### config.mk
export PLATFORM = sky130hd
export DESIGN_NAME = bsg_manycore_spmd_load_receiver
export DESIGN_NICKNAME = d
export VERILOG_FILES = /design/src/rtl/bsg_manycore_spmd_load_receiver.sv
export SDC_FILE = /design/constraint.sdc
export NUM_CORES = 1
export LEC_CHECK = 0
export ABC_AREA = 1
export BUFFER_PORTS_ARGS = -buffer_cell sky130_fd_sc_hd__buf_4
export CORE_MARGIN = 5
export CORE_UTILIZATION = 30
export CTS_CLUSTER_SIZE = 24
export DETAILED_ROUTE_END_ITERATION = 7
export PLACE_DENSITY = 0.53
export SLEW_MARGIN = 20
export SYNTH_ARGS = -nofsm -noshare
export SYNTH_HDL_FRONTEND = slang
export SYNTH_SLANG_ARGS = --single-unit
### constraint.sdc
create_clock -name clk_i -period 4.8 [get_ports clk_i]
set_input_delay 1.44 -clock clk_i [delete_from_list [all_inputs] [get_ports clk_i]]
set_output_delay 1.44 -clock clk_i [all_outputs]
set_load 0.03 [all_outputs]
### src/rtl/bsg_manycore_spmd_load_receiver.sv
// Tile-side SPMD program-load endpoint: buffers network packets, turns stores into
// byte-masked memory writes, clears freeze on release, and drops/flags bad packets.
module bsg_manycore_spmd_load_receiver
  #(parameter int data_width_p = 32
  , parameter int addr_width_p = 32
  , parameter int num_rows_p   = -1
  , parameter int num_cols_p   = -1
  , parameter int mem_size_p   = -1
  , localparam int y_cord_width_lp = ((num_rows_p + 1) <= 1) ? 1 : $clog2(num_rows_p + 1)
  , localparam int x_cord_width_lp = (num_cols_p <= 1) ? 1 : $clog2(num_cols_p)
  , localparam int packet_width_lp = addr_width_p + 2 + 4 + data_width_p
                                     + y_cord_width_lp + x_cord_width_lp
  )
  ( input  logic                       clk_i
  , input  logic                       reset_i
  , input  logic                       v_i
  , input  logic [packet_width_lp-1:0] data_i
  , output logic                       ready_o
  , input  logic [x_cord_width_lp-1:0] my_x_i
  , input  logic [y_cord_width_lp-1:0] my_y_i
  , output logic                       mem_v_o
  , output logic [addr_width_p-3:0]    mem_addr_o
  , output logic [data_width_p-1:0]    mem_data_o
  , output logic [3:0]                 mem_mask_o
  , input  logic                       mem_yumi_i
  , output logic                       freeze_o
  , output logic [31:0]                words_o
  , output logic                       err_v_o
  , output logic [1:0]                 err_code_o
  );

  typedef struct packed {
    logic [addr_width_p-1:0]    addr;
    logic [1:0]                 op;
    logic [3:0]                 op_ex;
    logic [data_width_p-1:0]    data;
    logic [y_cord_width_lp-1:0] y_cord;
    logic [x_cord_width_lp-1:0] x_cord;
  } bsg_manycore_orig_packet_s;

  localparam logic [1:0] op_store_lp   = 2'b01;
  localparam logic [1:0] op_release_lp = 2'b10;
  localparam logic [addr_width_p-1:0] mem_size_lp = addr_width_p'(mem_size_p);

  bsg_manycore_orig_packet_s buf_r [2];
  logic       wr_ptr_r, rd_ptr_r;
  logic [1:0] count_r;

  bsg_manycore_orig_packet_s head;
  logic head_v, enq, deq;
  logic drop, is_store, is_release;
  logic [1:0] drop_code;

  assign head    = buf_r[rd_ptr_r];
  assign head_v  = (count_r != 2'd0);
  assign ready_o = ~reset_i & (count_r != 2'd2);
  assign enq     = v_i & ready_o;

  // Classification priority: coordinate, then op legality, then store address.
  always_comb begin
    drop       = 1'b0;
    drop_code  = 2'b00;
    is_store   = 1'b0;
    is_release = 1'b0;
    if ((head.x_cord != my_x_i) || (head.y_cord != my_y_i)) begin
      drop      = 1'b1;
      drop_code = 2'b01;
    end else if ((head.op != op_store_lp) && (head.op != op_release_lp)) begin
      drop      = 1'b1;
      drop_code = 2'b11;
    end else if ((head.op == op_store_lp)
                 && ((head.addr[1:0] != 2'b00) || (head.addr >= mem_size_lp))) begin
      drop      = 1'b1;
      drop_code = 2'b10;
    end else if (head.op == op_store_lp) begin
      is_store = 1'b1;
    end else begin
      is_release = 1'b1;
    end
  end

  assign mem_v_o    = ~reset_i & head_v & is_store;
  assign mem_addr_o = head.addr[addr_width_p-1:2];
  assign mem_data_o = head.data;
  assign mem_mask_o = head.op_ex;

  assign deq = head_v & (drop | is_release | (is_store & mem_yumi_i));

  always_ff @(posedge clk_i) begin
    if (reset_i) begin
      wr_ptr_r <= 1'b0;
      rd_ptr_r <= 1'b0;
      count_r  <= 2'd0;
    end else begin
      if (enq) begin
        buf_r[wr_ptr_r] <= bsg_manycore_orig_packet_s'(data_i);
        wr_ptr_r        <= ~wr_ptr_r;
      end
      if (deq) rd_ptr_r <= ~rd_ptr_r;
      count_r <= count_r + {1'b0, enq} - {1'b0, deq};
    end
  end

  // Status registers; err_code_o keeps the last drop reason between pulses.
  always_ff @(posedge clk_i) begin
    if (reset_i) begin
      freeze_o   <= 1'b1;
      words_o    <= '0;
      err_v_o    <= 1'b0;
      err_code_o <= 2'b00;
    end else begin
      err_v_o <= head_v & drop;
      if (head_v & drop) err_code_o <= drop_code;
      if (head_v & is_release) freeze_o <= 1'b0;
      if (mem_v_o & mem_yumi_i && (words_o != '1)) words_o <= words_o + 32'd1;
    end
  end

endmodule

; ---- Word-level counts from Yosys, hierarchy flattened
; Memories as Yosys holds them, arrays and structs flattened. A register that Yosys moved wholly into a read port is not among the register bits.
; Index checks and enable logic that the tools add are counted.
[totals]
output_inout_bits = 104
memories = 1
ram_bits = 144
inputBits = 78
wordCells = 59
register_bits = 40
[memory_table]
columns = memory, words, width, read_ports, rd_ports_with_merged_regs, wr, line_no
row1 = buf_r, 2, 72, 1, 1, 1, 45  ; bsg_manycore_orig_packet_s buf_r [2];
[classes]
reduce_logical = 7
n_lt_le_gt_ge = 1
n_bitwise = 14
muxes = 19
addsub = 3
eq_ne = 7
[ops]
columns = operator, count
row1 = adder 32 x 1 -> 32 bit (second input constant), 1
row2 = greater-or-equal comparator 32 bit (second input constant), 1
row3 = inequality test 32 bit (second input constant), 1
row4 = two-way mux 1 bit, 16
row5 = AND 1 bit, 9
row6 = two-way mux 2 bit, 3
row7 = inequality test 2 bit (second input constant), 2
row8 = nonzero test 2 bit, 2
row9 = logical AND 1 bit, 3
row10 = NOT 1 bit, 3
row11 = adder 2 x 1 -> 2 bit, 1
row12 = equality test 2 x 1 -> 1 bit (second input constant), 1
row13 = logical OR 1 bit, 2
row14 = inequality test 1 bit, 2
row15 = inequality test 2 x 1 -> 1 bit (second input constant), 1
row16 = bitwise OR 1 bit, 2
row17 = subtractor 2 x 1 -> 2 bit, 1

; ---- Depth between registers and ports, before layout
[logic_depth]
depth_word = 11
mapped_depth = 17
depth_no_buf = 16

; ---- Worst setup path after synthesis
; OpenSTA, ideal clock, no wires.
[synth_path]
path_kind = input port to flip-flop
from = in reset_i
to = mem buf_r[0][0] (netlist bit) (enable)
path_buffers = 0
t_arrival_ns = 5.167
slack_ns = -0.870
stages = 3
path_cell_list = nor2_1 nand2_1 nor2_1
[synth_between]
elab_chain_cells = 6
[synth_rtl]
columns = element, line_no
row1 = "start, declared", 15  ; , input logic reset_i
row2 = NOT 1 bit, 56  ; assign ready_o = ~reset_i & (count_r != 2'd2);
row3 = AND 1 bit, 56
row4 = AND 1 bit, 57  ; assign enq = v_i & ready_o;
row5 = two-way mux 1 bit, 95  ; if (enq) begin
row6 = two-way mux 1 bit *, 90  ; if (reset_i) begin
row7 = two-way mux 1 bit (implied by the code) *, 96  ; buf_r[wr_ptr_r] <= bsg_manycore_orig_packet_s'(data_i);
row8 = "end, declared", 45
; Mark *: on every way between the ends. The rest lies on a longest branch, timed or not.

==> summary.txt <==
Yosys
  • Leading register cell type out of synthesis: sky130_fd_sc_hd__edfxtp_1
  • Most frequently used cell type in the post-synthesis netlist: sky130_fd_sc_hd__nand2_1
  • Sequential-to-total area share from yosys stat: 0.651
  • Synth Net Count: 883
  • Top cell type's share of synthesized area: 0.547
  • Synthesis-stage register bit count: 185
  • Most instantiated cells after synthesis: 352 x sky130_fd_sc_hd__nand2_1, 144 x sky130_fd_sc_hd__edfxtp_1, 63 x sky130_fd_sc_hd__nor2_1
  • Cells after synthesis: 800
  • Yosys top cell by area: sky130_fd_sc_hd__edfxtp_1
  • Async SR Flop Fraction: 0
  • Count of flip-flops with a built-in enable after synthesis: 144
  • Most area-consuming cells after synthesis: sky130_fd_sc_hd__edfxtp_1 55%, sky130_fd_sc_hd__nand2_1 17%, sky130_fd_sc_hd__dfxtp_1 10%, sky130_fd_sc_hd__nor2_1 3.0%, sky130_fd_sc_hd__nand3_1 2.4%
  • Number of warning messages in the yosys log: 0
  • Number of distinct library cells after synthesis: 29
  • Mean cell area of the mapped netlist: 9.87 sq um
  • Mapped Area: 7900 sq um

Setup path
  • Depth of the most critical reg-to-reg path: 11
  • CP Data Required Time: 3360 ps
  • Crit path max-delay family: simple AND/OR/NAND/NOR gates
  • Buffers & Inverters on Critical Path: 2
  • Maximum fanout count along the critical path: 32
  • Type of element launching the critical path: register
  • Crit path max-delay cell type: sky130_fd_sc_hd__dfxtp_2
  • Critical register-to-register path endpoint: words_o[27]
  • Arrival time reported for the critical path endpoint: 2920 ps
  • Crit path kind: reg2out
  • CP endpoint kind: output pin
  • FF-to-FF setup slack: 1540 ps
  • Ordered cell list for the critical path: inv_2, or2_2, o21ai_0, ha_1, nand3_2, nor2_4, nand3_1, nor2_2, buf_4
  • Delay of the slowest critical-path stage: 760 ps

Power and ir drop
  • Clk network pwr share: 0.291
  • Max VDD drop: 0.275 mV
  • Sequential share of power: 0.393
  • Switching power share of the total: 0.374
  • Power share of the combinational group: 0.316
  • Switching power summed over all nets: 1.83 mW
  • Leakage component of the power: 4.13 nW
  • Internal power: 3.06 mW
  • Power Dens Cells: 479 nW/um^2

Clocking
  • Total number of clock tree sinks: 185
  • Insertion delay of the later-clocked pin in the worst-skew pair: 430 ps
  • Clk buf depth: 2
  • Post-CTS resize count: 0
  • Setup Buffers After CTS: 0
  • TritonCTS clock tree: built
  • Num CTS Buffers: 17
  • Master cell of the clock root buffer: sky130_fd_sc_hd__clkbuf_16
  • CTS H-tree lvls: 4
  • Cts hold-fix bufs: 0
  • Clock edge transition at the registers on the reported setup and hold paths: 70 ps

Placed design
  • Half-perimeter wire length of the detailed placement result: 13900 um
  • Count of buffers inserted at the top-level ports: 181
  • Routability Congestion: 0.841

Timing
  • Max-slew violation count: 0
  • Ratio of final minimum period to clock period: 0.909
  • Min Tclk post-route: 4360 ps
  • Final sum of negative setup slack: 0 ps
  • Final setup violation count: 0
  • Hold Violations, Final: 0
  • Slew headroom: 0.508
  • Clock tree skew after final layout: 16.8 ps
  • Setup repair after global routing missed its margin: false
  • Max Fclk: 229 MHz
  • Least-Margin Pin Slew: 737 ps

Drt
  • Detailed Routing Iterations Pass 1: 5
  • Drc violations: 0
  • Post-detailed-route count of antenna-violating nets: 0
  • Total number of vias: 5888
  • Average via count per standard cell: 4.45
  • Average wire per standard cell: 15.0 um
  • Post-detailed-routing wire length: 19900 um
  • Detailed Route Iter0 Violations: 319

Floorplanning
  • Effective utilization at floorplan: 0.304
  • Die outline area: 29700 sq um
  • Floorplan die height: 172 um
  • Die Span X: 172 um
  • Standard-cell row count: 59
  • Number of top-level design ports: 182
  • Placeable core area: 26000 sq um

Final layout
  • Core occupancy in the finished layout: 0.393
  • Area added between synthesis and finish: 29.2%
  • Fraction of layout instances using a drive strength above 1: 0.240
  • Final antenna diode count: 0
  • Net count of the finished layout: 1059

Worst hold path
  • Worst Hold Class: reg2reg
  • Cell depth of the worst hold path: 2
  • Hold path startpoint: err_code_o[0]
  • Worst-case hold path end point: err_code_o[0]

GRT
  • Grt ovf: 0
  • All-Layer GR Usage: 0.133
  • Number of global-route vias before repair: 5714
  • Antenna violations before repair: 1
  • Wire length of the first global-routing pass: 30600 um
  • Largest net degree at the start of global routing: 57

Job
  • Max-cap viol count: 0

Outcome
  • Run status: complete, no violations
worst max-delay path by stage:
stage	to	startpoint	slack (ps)	depth (start not counted)
after floorplan	buf_r[0][0]	reset_i	-870	3
after global placement	mem_v_o	register	850	9
after detailed placement	mem_v_o	register	790	9
after CTS	mem_v_o	register	320	9
after global routing	mem_v_o	register	180	9
final	mem_v_o	register	440	9
worst min-delay path, delay by kind of cell, from the launching register on:
family | cells | cell delay, ps
flip-flops | 1 | 320
AO/OA/AOI/OAI | 1 | 60
buffers and inverters | 1 | 50
layout by cell type (no fill, tap or decap):
| master | count |
|---|---|
| sky130_fd_sc_hd__nand3_2 | 3 |
| sky130_fd_sc_hd__inv_12 | 2 |
| sky130_fd_sc_hd__nand4_1 | 3 |
| sky130_fd_sc_hd__nand3b_1 | 15 |
| sky130_fd_sc_hd__dfxtp_2 | 1 |
| sky130_fd_sc_hd__dfxtp_1 | 40 |
| sky130_fd_sc_hd__xor2_1 | 12 |
| sky130_fd_sc_hd__buf_4 | 183 |
| sky130_fd_sc_hd__a21oi_1 | 34 |
| sky130_fd_sc_hd__inv_1 | 34 |
| sky130_fd_sc_hd__buf_12 | 2 |
| sky130_fd_sc_hd__nor2_1 | 61 |
| sky130_fd_sc_hd__o32ai_1 | 1 |
| sky130_fd_sc_hd__nand2_1 | 352 |
| sky130_fd_sc_hd__edfxtp_1 | 144 |
| sky130_fd_sc_hd__o21ai_0 | 5 |
| sky130_fd_sc_hd__ha_1 | 5 |
| sky130_fd_sc_hd__nor2_2 | 4 |
| sky130_fd_sc_hd__inv_6 | 4 |
| sky130_fd_sc_hd__clkbuf_16 | 17 |
| sky130_fd_sc_hd__inv_2 | 1 |
| sky130_fd_sc_hd__nand2_4 | 2 |
| sky130_fd_sc_hd__nand3_1 | 38 |
| sky130_fd_sc_hd__xnor2_1 | 4 |
| sky130_fd_sc_hd__a221oi_1 | 1 |
| sky130_fd_sc_hd__nor3_1 | 1 |
| sky130_fd_sc_hd__clkbuf_1 | 1 |
| sky130_fd_sc_hd__a211oi_1 | 1 |
| sky130_fd_sc_hd__nor2_4 | 7 |
| sky130_fd_sc_hd__clkinv_8 | 6 |
| sky130_fd_sc_hd__or2_2 | 2 |
| sky130_fd_sc_hd__nand2_2 | 1 |
| sky130_fd_sc_hd__inv_8 | 2 |
state kept, by name (all words and copies together) (netlist names), named ones only:
name        flops
buf_r         144
wr_ptr_r        1
err_v_o         1
rd_ptr_r        1
freeze_o        1
count_r         2
err_code_o      2
words_o        32
logic make-up after synthesis:
kind of cell / synth area share
AOI/OAI and AO/OA: 0.0279
xor gates and xnor gates: 0.0177
adders and majority gates: 0.00792
buffers and inverters: 0.0372
DFF: 0.651
and+or+nand+nor: 0.258
power groups by stage:
stage               clock network (mW)  registers (mW)  logic, mW
floorplan                            0            1.95      0.971
global placement                     0            1.96       1.57
detailed placement                   0            1.96       1.57
CTS                               1.46            1.93       1.58
global route                      1.53            1.94       1.69
finish                            1.42            1.92       1.54
per-layer routing:
| metal | track usage | wire length, um | vias to the layer above | part of all wire |
|---|---|---|---|---|
| li1 | - | - | 2980 | - |
| met1 | 0.168 | 8590 | 2724 | 0.43 |
| met2 | 0.212 | 9160 | 173 | 0.46 |
| met3 | 0.0624 | 1960 | 9 | 0.099 |
| met4 | 0.0260 | 127 | 2 | 0.0064 |
| met5 | 0 | 20 | - | 0.0010 |
final cells by class:
type	count	area, sq um
Timing Repair Buffer	185	1410
Tap cell	335	419
Sequential cell	185	5150
Fill cell	2585	15800
Inverter	35	131
Multi-Input combinational cell	552	2470
Clock inverter	14	188
Clock buffer	18	429
metrics by stage:
stage                     hold slack (ps)  std cells  area (sq um)  total power, mW  setup slack [ps]
after floorplan                       444        800          7900             2.92              -870
after global placement                460       1292          9590             3.53               845
after detailed placement              465       1292          9590             3.54               794
after CTS                             481       1324         10200             4.97               325
after global routing                  502       1324         10200             5.16               183
final                                 474       1324         10200             4.89               436
Note: power is estimated with default switching activity, not from simulation.
